## config.mk

```make
export PLATFORM = sky130hd
export DESIGN_NAME = mem_stage_lsu
export DESIGN_NICKNAME = d
export VERILOG_FILES = /design/src/rtl/mem_stage_lsu.sv
export SDC_FILE = /design/constraint.sdc
export NUM_CORES = 1
export LEC_CHECK = 0
export CAP_MARGIN = 5
export CORE_MARGIN = 5
export CORE_UTILIZATION = 30
export DETAILED_ROUTE_END_ITERATION = 10
export PLACE_DENSITY = 0.67
export SLEW_MARGIN = 15
export SYNTH_ARGS = -nofsm -noshare
export SYNTH_HDL_FRONTEND = slang
export SYNTH_SLANG_ARGS = --single-unit
```

## constraint.sdc

```tcl
create_clock -name CLK -period 3.98 [get_ports CLK]
set_input_delay 0.796 -clock CLK [delete_from_list [all_inputs] [get_ports CLK]]
set_output_delay 0.796 -clock CLK [all_outputs]
set_load 0.03 [all_outputs]
```

## src/rtl/mem_stage_lsu.sv

```systemverilog
// mem_stage_lsu: RISC-V MEM stage driving a single-outstanding req/ack data bus.
// Define MEM_MISALIGN_TRAP_EN to replace misaligned accesses with a misalign_o pulse.
`ifndef DATA_WIDTH
`define DATA_WIDTH 32
`endif
`ifndef REG_WIDTH
`define REG_WIDTH 5
`endif
`ifndef ALU_OP_WIDTH
`define ALU_OP_WIDTH 5
`endif

module mem_stage_lsu (
  input  logic                     CLK,
  input  logic                     RST,
  input  logic [`ALU_OP_WIDTH-1:0] AluOP_i,
  input  logic [31:0]              mem_addr_i,
  input  logic [`DATA_WIDTH-1:0]   mem_wdata_i,
  input  logic [`REG_WIDTH-1:0]    rd_i,
  input  logic                     rd_op_i,
  input  logic [`DATA_WIDTH-1:0]   rd_data_i,
  output logic [`REG_WIDTH-1:0]    rd_o,
  output logic                     rd_op_o,
  output logic [`DATA_WIDTH-1:0]   rd_data_o,
  output logic                     stallreq,
  output logic                     dbus_req,
  output logic                     dbus_we,
  output logic [31:0]              dbus_addr,
  output logic [3:0]               dbus_be,
  output logic [`DATA_WIDTH-1:0]   dbus_wdata,
  input  logic                     dbus_ack,
  input  logic [`DATA_WIDTH-1:0]   dbus_rdata,
  output logic                     misalign_o
);

  localparam int AW = `ALU_OP_WIDTH;
  localparam logic [AW-1:0] OP_LB  = AW'(16);
  localparam logic [AW-1:0] OP_LH  = AW'(17);
  localparam logic [AW-1:0] OP_LW  = AW'(18);
  localparam logic [AW-1:0] OP_LBU = AW'(19);
  localparam logic [AW-1:0] OP_LHU = AW'(20);
  localparam logic [AW-1:0] OP_SB  = AW'(21);
  localparam logic [AW-1:0] OP_SH  = AW'(22);
  localparam logic [AW-1:0] OP_SW  = AW'(23);

  typedef enum logic {IDLE, REQ} state_t;
  state_t state, state_nxt;

  logic [AW-1:0]            op_p1;
  logic [31:0]              addr_p1;
  logic [`DATA_WIDTH-1:0]   wdata_p1;
  logic [`REG_WIDTH-1:0]    rd_p1;
  logic                     rd_op_p1;
  logic                     mis_i;

  function automatic logic is_load(input logic [AW-1:0] op);
    case (op)
      OP_LB, OP_LH, OP_LW, OP_LBU, OP_LHU: is_load = 1'b1;
      default:                             is_load = 1'b0;
    endcase
  endfunction

  function automatic logic is_store(input logic [AW-1:0] op);
    case (op)
      OP_SB, OP_SH, OP_SW: is_store = 1'b1;
      default:             is_store = 1'b0;
    endcase
  endfunction

  function automatic logic is_mem(input logic [AW-1:0] op);
    is_mem = is_load(op) || is_store(op);
  endfunction

  // 0 = byte, 1 = half, 2 = word
  function automatic logic [1:0] acc_size(input logic [AW-1:0] op);
    case (op)
      OP_LB, OP_LBU, OP_SB: acc_size = 2'd0;
      OP_LH, OP_LHU, OP_SH: acc_size = 2'd1;
      default:              acc_size = 2'd2;
    endcase
  endfunction

  function automatic logic [3:0] lane_be(input logic [AW-1:0] op, input logic [1:0] lo);
    case (acc_size(op))
      2'd0:    lane_be = 4'b0001 << lo;
      2'd1:    lane_be = lo[1] ? 4'b1100 : 4'b0011;
      default: lane_be = 4'b1111;
    endcase
  endfunction

  function automatic logic [31:0] lane_wdata(input logic [AW-1:0] op, input logic [31:0] w);
    case (acc_size(op))
      2'd0:    lane_wdata = {4{w[7:0]}};
      2'd1:    lane_wdata = {2{w[15:0]}};
      default: lane_wdata = w;
    endcase
  endfunction

  function automatic logic [31:0] fmt_load(input logic [AW-1:0] op, input logic [1:0] lo,
                                           input logic [31:0] rdata);
    logic signed [7:0]  b;
    logic signed [15:0] h;
    logic signed [31:0] s;
    case (lo)
      2'd0:    b = rdata[7:0];
      2'd1:    b = rdata[15:8];
      2'd2:    b = rdata[23:16];
      default: b = rdata[31:24];
    endcase
    h = lo[1] ? rdata[31:16] : rdata[15:0];
    s = 32'sd0;
    case (op)
      OP_LB:   begin s = b; fmt_load = s; end
      OP_LBU:  fmt_load = {24'd0, b};
      OP_LH:   begin s = h; fmt_load = s; end
      OP_LHU:  fmt_load = {16'd0, h};
      default: fmt_load = rdata;
    endcase
  endfunction

`ifdef MEM_MISALIGN_TRAP_EN
  function automatic logic misaligned(input logic [AW-1:0] op, input logic [1:0] lo);
    if (!is_mem(op))
      misaligned = 1'b0;
    else begin
      case (acc_size(op))
        2'd0:    misaligned = 1'b0;
        2'd1:    misaligned = lo[0];
        default: misaligned = (lo != 2'b00);
      endcase
    end
  endfunction

  logic misalign_q;
  assign mis_i = misaligned(AluOP_i, mem_addr_i[1:0]);

  always_ff @(posedge CLK) begin
    if (RST) misalign_q <= 1'b0;
    else     misalign_q <= (state == IDLE) && mis_i;
  end
  assign misalign_o = misalign_q;
`else
  assign mis_i      = 1'b0;
  assign misalign_o = 1'b0;
`endif

  always_ff @(posedge CLK) begin
    if (RST) state <= IDLE;
    else     state <= state_nxt;
  end

  always_comb begin
    state_nxt = state;
    case (state)
      IDLE:    if (is_mem(AluOP_i) && !mis_i) state_nxt = REQ;
      REQ:     if (dbus_ack) state_nxt = IDLE;
      default: state_nxt = IDLE;
    endcase
  end

  always_comb begin
    stallreq = 1'b0;
    dbus_req = 1'b0;
    dbus_we  = 1'b0;
    dbus_be  = 4'b0000;
    case (state)
      IDLE: stallreq = is_mem(AluOP_i) && !mis_i;
      REQ: begin
        dbus_req = 1'b1;
        dbus_we  = is_store(op_p1);
        dbus_be  = lane_be(op_p1, addr_p1[1:0]);
        stallreq = !dbus_ack;
      end
      default: ;
    endcase
    if (RST) stallreq = 1'b0;
  end

  assign dbus_addr  = {addr_p1[31:2], 2'b00};
  assign dbus_wdata = lane_wdata(op_p1, wdata_p1);

  // p1: copy of the memory op held stable for the whole bus access
  always_ff @(posedge CLK) begin
    if (state == IDLE && is_mem(AluOP_i)) begin
      op_p1    <= AluOP_i;
      addr_p1  <= mem_addr_i;
      wdata_p1 <= mem_wdata_i;
      rd_p1    <= rd_i;
      rd_op_p1 <= rd_op_i;
    end
  end

  // writeback register: pass-through in IDLE, retirement on ack in REQ
  always_ff @(posedge CLK) begin
    if (RST) begin
      rd_o      <= '0;
      rd_op_o   <= 1'b0;
      rd_data_o <= '0;
    end else begin
      rd_op_o <= 1'b0;
      case (state)
        IDLE: begin
          if (!is_mem(AluOP_i)) begin
            rd_o      <= rd_i;
            rd_op_o   <= rd_op_i;
            rd_data_o <= rd_data_i;
          end
        end
        REQ: begin
          if (dbus_ack) begin
            rd_o <= rd_p1;
            if (is_load(op_p1)) begin
              rd_op_o   <= rd_op_p1;
              rd_data_o <= fmt_load(op_p1, addr_p1[1:0], dbus_rdata);
            end
          end
        end
        default: ;
      endcase
    end
  end

endmodule

```

==> results of run 1 <==
## worst paths after layout
check / startpoint / endpoint / slack (ns) / cells after the start
worst min-delay path: rd_data_o[24] / rd_data_o[24] / 0.45 / 2
worst max register to register: addr_p1[0] / rd_data_o[0] / 1.67 / 4
worst min register to register: rd_data_o[24] / rd_data_o[24] / 0.45 / 2
worst max-delay path: op_p1[0] / dbus_wdata[22] / 0.30 / 7
## per-layer routing
| layer | part of all wire, % | global-route usage [%] |
|---|---|---|
| met1 | 39 | 20.0 |
| met2 | 48 | 27.9 |
| met3 | 11 | 6.55 |
| met4 | 2.6 | 6.25 |
| met5 | 0.14 | 0 |
## power groups by stage
| stage | clock, uW | combinational (uW) | sequential, uW |
|---|---|---|---|
| finish | 1550 | 687 | 1390 |
| global route | 1650 | 726 | 1390 |
| CTS | 1590 | 691 | 1390 |
| detailed placement | 0 | 687 | 1410 |
| global placement | 0 | 679 | 1410 |
| floorplan | 0 | 280 | 1480 |
## worst max-delay path, stage by stage, from the launching register on
cell	delay, ns
edfxtp_1	0.60
nor2b_1	0.25
mux2i_1	0.20
nor2_2	0.06
nor2_1	0.11
buf_4	0.27
mux2_2	0.37
clkdlybuf4s50_1	0.60
## registers in the layout, summed over array words and instances (netlist names)
name and cells:
addr_p1 32, rd_data_o 32, wdata_p1 32, op_p1 5, rd_o 5, rd_p1 5
rd_op_o 1, rd_op_p1 1, state 1
## layout make-up
class                      instances  area, um^2  area share, %
multi-input combinational        271        1950           23.0
inverter                          12        45.0          0.530
timing repair buffer             262        2580           30.4
sequential                       114        3030           35.7
tap                              229         287           3.37
clock buffer                      17         425           5.01
clock inverter                    15         173           2.03
## logic make-up (layout without fill, tap and decap cells)
logic type / Yosys count / in the layout
and+or+nand+nor: 87 / 87
buffers and inverters: 83 / 306
xor gates and xnor gates: 2 / 2
AOI/OAI and AO/OA: 139 / 139
muxes: 40 / 40
DFF: 114 / 114
other: 1 / 3
## stage by stage
step                      util [%]  total power [uW]  instance area [um^2]  std cells
after global placement        44.0              2090                  7900        888
after CTS                     47.3              3670                  8500        920
after global routing          47.3              3770                  8500        920
after floorplan                  -              1760                  5480        468
after detailed placement      44.0              2100                  7900        888
final                         47.3              3620                  8500        920
## cell usage in the layout, fill, tap and decap left out, types with 6 or more instances in the layout
cell,netlist,routed
buf_4,41,24
a221oi_1,8,8
o21ai_1,10,10
a21o_1,8,8
dfxtp_1,39,38
clkbuf_16,0,17
nor2_1,22,22
o221ai_1,6,6
mux2i_1,8,8
a32o_1,6,6
a311oi_1,8,8
clkdlybuf4s50_1,0,236
mux4_1,6,6
a21oi_1,26,26
and3_1,6,6
mux2_2,21,21
edfxtp_1,75,75
o21a_1,6,6
nand2_1,33,33
inv_1,11,10
a22o_1,8,8
o21ai_0,36,36
==> flow_metrics.env, run 1 <==
export IMPL_outcome="complete, no violations"
export IMPL_pin_count=252
export IMPL_synth_top_family_by_area="compound AO/OA/AOI/OAI gates"
export IMPL_criticalPathCategory="flop to output pin"
export IMPL_finalHoldViolCount=0
export IMPL_grt_pass1_wl_um=28100
export IMPL_ctsResizeCount=0
export IMPL_drv_cap=0
export IMPL_hp_class="flop to flop"
export IMPL_intPower_uw=2610
export IMPL_power_switching_uw=1010
export IMPL_initial_utilization_pct=30.5
export IMPL_die_y_um=145
export IMPL_track_usage_pct=16.9
export IMPL_synth_edf_count=75
export IMPL_num_vias=4648
export IMPL_yosys_warnings=0
export IMPL_synthMuxAreaShare_pct=10.1
export IMPL_drive_above_1_share_pct=13.5
export IMPL_synth_seq_area_share_pct=55.4
export IMPL_fmax_ghz=0.271
export IMPL_clkSlewWorstSetupHoldPaths_ns=0.06
export IMPL_synth_area_top_cells="edfxtp_1 (41%), dfxtp_1 (14%), buf_4 (5.6%)"
export IMPL_grt_overflow_total=0
export IMPL_diodes=0
export IMPL_numCtsBuffers=17
export IMPL_design_core_area_mm2=0.0180
export IMPL_gp_congestion=0.913
export IMPL_ir_drop_mv=0.274
export IMPL_relSlewSlack_pct=48.9
export IMPL_routed_wl_um=18400
export IMPL_yosysMostFrequentCell="edfxtp_1"
export IMPL_grt_antenna_before_repair=2
export IMPL_arrival_ns=2.89
export IMPL_pwr_share_clk_pct=42.8
export IMPL_synth_ff_latch_count=114
export IMPL_synth_fa_ha_area_share_pct=0
export IMPL_routedWlPerCell_um=20.0
export IMPL_fill_cells=1618
export IMPL_comb_power_share_pct=19.0
export IMPL_htreeDepth=4
export IMPL_post_cts_buffers=0
export IMPL_final_max_slew_viol_count=0
export IMPL_drt_iter0_drc=278
export IMPL_drt_pass1_iter_count=4
export IMPL_synth_compound_area_share_pct=17.0
export IMPL_p_leak_uw=0.00311
export IMPL_ctsHoldBuffers=0
export IMPL_clock_tree_root_cell="clkbuf_16"
export IMPL_die_x_um=145
export IMPL_grt_max_degree=76
export IMPL_seqPwrFrac_pct=38.3
export IMPL_synth_largest_area_cell="edfxtp_1"
export IMPL_fin_nets=820
export IMPL_synthCells=466
export IMPL_num_rows=49
export IMPL_post_place_ws_ns=0.511
export IMPL_clkLatencyLatePin_ns=0.41
export IMPL_fin_ws_ns=0.295
export IMPL_clockBufferDepth=2
export IMPL_syn_to_final_growth_pct=55.2
export IMPL_setup_violations=0
export IMPL_ys_types=55
export IMPL_dp_hpwl_um=13600
export IMPL_cp_max_fo=20
export IMPL_skew_ns=0.00894
export IMPL_critPathCaptureType="output pin"
export IMPL_syn_area_mm2=0.00548
export IMPL_synthTopCellsByCount="edfxtp_1 (75), buf_4 (41), dfxtp_1 (39)"
export IMPL_dieArea_mm2=0.0211
export IMPL_postSynthAreaPerCell_um2=11.8
export IMPL_cts_tree="built"
export IMPL_max_slew_worst_pin_slew_ns=0.766
export IMPL_synth_top_area_share_pct=41.1
export IMPL_yosys_area_share_simple_pct=8.02
export IMPL_fin_hold_ws_ns=0.448
export IMPL_start_kind="flop"
export IMPL_finalCritPeriodShare_pct=92.6
export IMPL_switching_share_pct=27.9
export IMPL_synth_xor_area_share_pct=0.320
export IMPL_async_reset_ff_share_pct=0
export IMPL_clock_sinks=114
export IMPL_synthFlopType="edfxtp_1"
export IMPL_min_period_ns=3.68
export IMPL_required_ns=3.18
export IMPL_via_per_inst=5.05
export IMPL_ant_nets=0
export IMPL_powerDensity_mw_per_mm2=426
export IMPL_grt_pass1_vias=4904
export IMPL_rsz0062_at_grt="no"
export IMPL_io_buffers=248
export IMPL_post_route_drc_count=0
export IMPL_tns_ns=0
(Power assumes the default switching activity.)
==> inputs of run 2 (changes only) <==
GPL_ROUTABILITY_DRIVEN = 0   (was default)
GPL_TIMING_DRIVEN = 0   (was default)
==> run 2 against run 1 <==
First-iteration DRC count is 22% lower. Sequential share of layout area is 1.7 points lower. Final cell count is 6.3% higher. Total power is 3.3% higher. Clock power is 6% higher. Worst hold slack better by 0.00069 ns. Register-to-register slack better by 0.02 ns. Worst setup slack worse by 0.068 ns. Non-clock buffer count is 58 higher. Largest power group unchanged. Core utilization is 2.4 points higher.
==> flow_metrics.env, run 2 (synthesis gave the netlist of run 1 again) <==
export IMPL_r2r_start="state"
export IMPL_outcome="complete, no violations"
export IMPL_hold_depth=2
export IMPL_die_x_um=145
export IMPL_fill_cells=1610
export IMPL_hold_start="rd_data_o[21]"
export IMPL_fin_nets=878
export IMPL_seq_area_mm2=0.00303
export IMPL_dieArea_mm2=0.0211
export IMPL_htreeDepth=4
export IMPL_grt_overflow_total=0
export IMPL_via_per_inst=4.86
export IMPL_layout_common_cells="clkdlybuf4s50_1 (247), edfxtp_1 (75), buf_4 (41)"
export IMPL_drt_iter0_drc=218
export IMPL_syn_to_final_growth_pct=63.0
export IMPL_fmax_ghz=0.266
export IMPL_multi_input_area_mm2=0.00196
export IMPL_path_buf_inv=3
export IMPL_routedWlPerCell_um=19.2
export IMPL_clkSlewWorstSetupHoldPaths_ns=0.06
export IMPL_clock_tree_root_cell="clkbuf_16"
export IMPL_dp_hpwl_um=14400
export IMPL_arrival_ns=2.96
export IMPL_diodes=0
export IMPL_powerDensity_mw_per_mm2=419
export IMPL_final_max_slew_viol_count=0
export IMPL_drv_cap=0
export IMPL_cpMostUsedCell="buf_2"
export IMPL_required_ns=3.18
export IMPL_routed_wl_um=18800
export IMPL_start_kind="flop"
export IMPL_rsz0062_at_grt="no"
export IMPL_die_y_um=145
export IMPL_clkLatencyLatePin_ns=0.42
export IMPL_pin_count=252
export IMPL_clockBufferDepth=2
export IMPL_grt_pass1_wl_um=28300
export IMPL_slowest_delay_ns=0.61
export IMPL_design_core_area_mm2=0.0180
export IMPL_r2r_end="rd_data_o[27]"
export IMPL_initial_utilization_pct=30.5
export IMPL_largestRegisters="addr_p1 (32), rd_data_o (32), wdata_p1 (32)"
export IMPL_io_buffers=248
export IMPL_track_usage_pct=17.1
export IMPL_skew_ns=0.00643
export IMPL_r2r_setup_slack_ns=1.69
export IMPL_grt_antenna_before_repair=2
export IMPL_criticalPathCategory="flop to output pin"
export IMPL_drive_above_1_share_pct=16.7
export IMPL_setup_violations=0
export IMPL_ant_nets=0
export IMPL_clock_sinks=114
export IMPL_p_leak_uw=0.00334
export IMPL_final_common_cell="clkdlybuf4s50_1"
export IMPL_final_cells=978
export IMPL_hold_end="rd_data_o[21]"
export IMPL_max_slew_worst_pin_slew_ns=0.832
export IMPL_power_total_uw=3740
export IMPL_numCtsBuffers=17
export IMPL_reg2reg_depth=6
export IMPL_place_inst=946
export IMPL_finalCritPeriodShare_pct=94.3
export IMPL_ctsHoldBuffers=0
export IMPL_finalHoldViolCount=0
export IMPL_grt_max_degree=50
export IMPL_cts_tree="built"
export IMPL_critPathCaptureType="output pin"
export IMPL_relSlewSlack_pct=44.4
export IMPL_post_route_drc_count=0
export IMPL_drt_pass1_iter_count=4
export IMPL_hp_class="flop to flop"
export IMPL_ir_drop_mv=0.286
export IMPL_cp_slowest_cell="clkdlybuf4s50_1"
export IMPL_crit_family="buffers and inverters"
export IMPL_tns_ns=0
export IMPL_num_vias=4751
export IMPL_grt_pass1_vias=4933
export IMPL_num_rows=49
export IMPL_final_core_util_pct=49.7
export IMPL_cp_max_fo=10
export IMPL_min_period_ns=3.75
export IMPL_cp_cell_sequence="buf_2, xnor2_1, mux2i_1, nor2_4, buf_2, mux2_2, clkdlybuf4s50_1"
run 2: layout make-up:
| cell class | instances | share of cell area, % |
|---|---|---|
| tap | 229 | 3.21 |
| multi-input combinational | 271 | 21.9 |
| inverter | 12 | 0.533 |
| sequential | 114 | 34.0 |
| timing repair buffer | 249 | 28.2 |
| buffer | 71 | 5.15 |
| clock inverter | 15 | 2.30 |
| clock buffer | 17 | 4.77 |
run 2: per-stage QoR:
step	hold WS (ns)	setup slack, ns	area [um^2]
global placement	0.437	-0.364	8250
finish	0.449	0.227	8920
global route	0.471	0.0169	8920
floorplan	0.548	0.902	5480
CTS	0.453	0.0232	8910
detailed placement	0.442	0.0795	8280
run 2: power by group:
group	switching (uW)	leakage, uW	total, uW	internal, uW
clock network	592	0.000302	1650	1050
registers	36.5	0.00102	1380	1340
logic	366	0.00202	719	353
total	994	0.00334	3740	2750
run 2: worst max path at each step:
stage / start / endpoint / slack (ns) / cells past startpoint
floorplan: AluOP_i[3] / addr_p1[0] / 0.90 / 2
global placement: AluOP_i[4] / wdata_p1[1] / -0.36 / 3
detailed placement: AluOP_i[4] / stallreq / 0.08 / 6
CTS: op_p1[1] / dbus_wdata[13] / 0.02 / 7
global route: op_p1[1] / dbus_wdata[15] / 0.02 / 7
finish: op_p1[1] / dbus_wdata[15] / 0.23 / 7
run 2: per-layer routing:
metal | global-route usage (%) | wire, um | vias up
met5 | 0 | 25 | -
met4 | 4.99 | 195 | 4
met2 | 28.6 | 9100 | 220
met3 | 7.76 | 1930 | 21
li1 | - | - | 2262
met1 | 19.8 | 7510 | 2244
run 2: repair_timing:
item / CTS / global route
endpoints found under the setup margin: 0 / 29
setup buffers: 0 / 0
resized for setup: 0 / 7
run 2: worst min-delay path, stage by stage (launching register included):
cell and delay (ns):
dfxtp_1 0.31, nand2_1 0.05, o21ai_1 0.05
==> inputs of run 3 (changes only) <==
MAX_ROUTING_LAYER = met4   (was default)
SETUP_SLACK_MARGIN = 0.3   (was default)
==> run 3 against run 2 <==
Routed wire length increased by 0.29%. Clock power about the same. Register-to-register slack improved by 0.04 ns. Core utilization increased by 0.26 points. Clock skew increased by 0.0051 ns. First-iteration DRC count increased by 0.46%. Final area increased by 0.52%. Highest routed layer is now met4. Non-clock buffer count increased by 1. Flip-flop and latch count unchanged. Final cell count increased by 0.31%. Via count decreased by 0.15%. Maximum frequency increased by 6.6%.
==> flow_metrics.env, run 3 (synthesis gave the netlist of run 1 again) <==
export IMPL_outcome="complete, no violations"
export IMPL_num_vias=4744
export IMPL_grt_pass1_vias=4978
export IMPL_numCtsBuffers=17
export IMPL_fill_cells=1605
export IMPL_grt_pass1_wl_um=28100
export IMPL_design_core_area_mm2=0.0180
export IMPL_gr_usage_met2_pct=28.6
export IMPL_p_leak_uw=0.00351
export IMPL_start_kind="flop"
export IMPL_post_place_ws_ns=0.0795
export IMPL_routed_wl_um=18800
export IMPL_finalHoldViolCount=0
export IMPL_clkLatencyLatePin_ns=0.41
export IMPL_pin_count=252
export IMPL_crit_family="buffers and inverters"
export IMPL_io_buffers=248
export IMPL_r2r_setup_slack_ns=1.73
export IMPL_powerDensity_mw_per_mm2=416
export IMPL_initial_utilization_pct=30.5
export IMPL_grt_antenna_before_repair=2
export IMPL_track_usage_pct=17.6
export IMPL_cts_tree="built"
export IMPL_criticalPathCategory="flop to output pin"
export IMPL_final_common_cell="clkdlybuf4s50_1"
export IMPL_max_slew_worst_pin_slew_ns=0.891
export IMPL_ctsHoldBuffers=0
export IMPL_clock_sinks=114
export IMPL_cp_max_fo=10
export IMPL_clockBufferDepth=2
export IMPL_arrival_ns=2.73
export IMPL_setup_violations=0
export IMPL_cp_slowest_cell="clkdlybuf4s50_1"
export IMPL_dieArea_mm2=0.0211
export IMPL_min_period_ns=3.52
export IMPL_drv_cap=0
export IMPL_reg2reg_depth=6
export IMPL_dp_hpwl_um=14400
export IMPL_r2r_start="state"
export IMPL_setup_worst_path_start="op_p1[1]"
export IMPL_ir_drop_mv=0.286
export IMPL_place_inst=946
export IMPL_die_x_um=145
export IMPL_num_rows=49
export IMPL_largestRegisters="addr_p1 (32), rd_data_o (32), wdata_p1 (32)"
export IMPL_slowest_delay_ns=0.69
export IMPL_final_cells=981
export IMPL_cp_endpoint="dbus_be[0]"
export IMPL_grt_overflow_total=0
export IMPL_required_ns=3.18
export IMPL_post_route_drc_count=0
export IMPL_r2r_end="rd_data_o[27]"
export IMPL_via_per_inst=4.84
export IMPL_fmax_ghz=0.284
export IMPL_cpMostUsedCell="buf_2"
export IMPL_drive_above_1_share_pct=17.1
export IMPL_fin_ws_ns=0.459
export IMPL_ant_nets=0
export IMPL_routedWlPerCell_um=19.2
export IMPL_htreeDepth=4
export IMPL_drt_pass1_iter_count=5
export IMPL_clock_tree_root_cell="clkbuf_16"
export IMPL_relSlewSlack_pct=40.4
export IMPL_top_usage_layer="met2"
export IMPL_skew_ns=0.0115
export IMPL_die_y_um=145
export IMPL_rsz0062_at_grt="yes"
export IMPL_path_depth=8
export IMPL_use_met3_pct=6.42
export IMPL_clkSlewWorstSetupHoldPaths_ns=0.06
export IMPL_layout_common_cells="clkdlybuf4s50_1 (227), edfxtp_1 (75), buf_4 (44)"
export IMPL_syn_to_final_growth_pct=63.8
export IMPL_finalCritPeriodShare_pct=88.5
export IMPL_final_max_slew_viol_count=0
export IMPL_hp_class="flop to flop"
export IMPL_final_core_util_pct=49.9
export IMPL_path_buf_inv=3
export IMPL_critPathCaptureType="output pin"
export IMPL_grtUsageMet1_pct=20.7
export IMPL_drt_iter0_drc=219
export IMPL_cp_cell_sequence="buf_2, xnor2_1, mux2i_1, nor2_4, nor2_1, buf_2, o21a_1, clkdlybuf4s50_1"
export IMPL_fin_nets=879
export IMPL_grt_max_degree=50
==> run 3: changes by cell type in the layout (fill, tap and decap cells not counted) <==
| cell | delta |
|---|---|
| clkdlybuf4s50_1 | -20 |
| buf_4 | +3 |
| clkbuf_1 | -1 |
| diode_2 | +2 |
| dlymetal6s2s_1 | +15 |
| dlygate4sd2_1 | +4 |
==> run 3: area by class of cell <==
| type | count | area [um^2] | area share (%) |
|---|---|---|---|
| Antenna cell | 2 | 5.00 | 0.0558 |
| Buffer | 71 | 465 | 5.19 |
| Clock buffer | 17 | 425 | 4.74 |
| Clock inverter | 15 | 205 | 2.29 |
| Inverter | 12 | 47.5 | 0.530 |
| Multi-Input combinational cell | 271 | 1960 | 21.8 |
| Sequential cell | 114 | 3030 | 33.8 |
| Tap cell | 229 | 287 | 3.19 |
| Timing Repair Buffer | 250 | 2550 | 28.4 |
==> run 3: metrics by stage <==
stage | hold slack (ns) | setup TNS, ns | total power, uW | cell area (um^2)
5_1_grt | 0.471 | 0 | 3870 | 8970
6_report | 0.449 | 0 | 3740 | 8970
2_1_floorplan | 0.548 | 0 | 1760 | 5480
3_5_place_dp | 0.442 | 0 | 2120 | 8280
3_3_place_gp | 0.437 | -26.80 | 2120 | 8250
4_1_cts | 0.453 | 0 | 3780 | 8930
==> run 3: layer usage <==
metal  part of all wire (%)  vias to the layer above  wire [um]
li1                       -                     2266          -
met2                     49                      229       9160
met4                    1.1                        0        208
met5                      0                        -          0
met3                    9.3                       21       1760
met1                     41                     2228       7690
==> run 3: what timing repair did <==
item / in CTS / in global routing
hold endpoints to repair: 0 / 0
gates cloned: 0 / 0
resized for setup: 11 / 21
buffers inserted: 1 / 0
pin swaps: 1 / 0
setup endpoints to repair: 29 / 20
==> run 3: worst min-delay path, stage by stage (launching register included) <==
cell	delay (ns)
dfxtp_1	0.31
nand2_1	0.05
o21ai_1	0.05
==> run 3: worst min-delay path by stage <==
stage / from / to / slack, ns / cells after the start
6_report: rd_data_o[21] / rd_data_o[21] / 0.45 / 2
2_1_floorplan: rd_op_p1 / rd_op_o / 0.55 / 4
3_5_place_dp: rd_data_o[23] / rd_data_o[23] / 0.44 / 2
5_1_grt: rd_data_o[22] / rd_data_o[22] / 0.47 / 2
3_3_place_gp: rd_data_o[17] / rd_data_o[17] / 0.44 / 2
4_1_cts: rd_data_o[23] / rd_data_o[23] / 0.45 / 2
==> run 3: report_power, final <==
group | internal, uW | switching [uW]
combinational | 350 | 365
clock | 1050 | 588
sequential | 1340 | 36.8
total | 2750 | 990
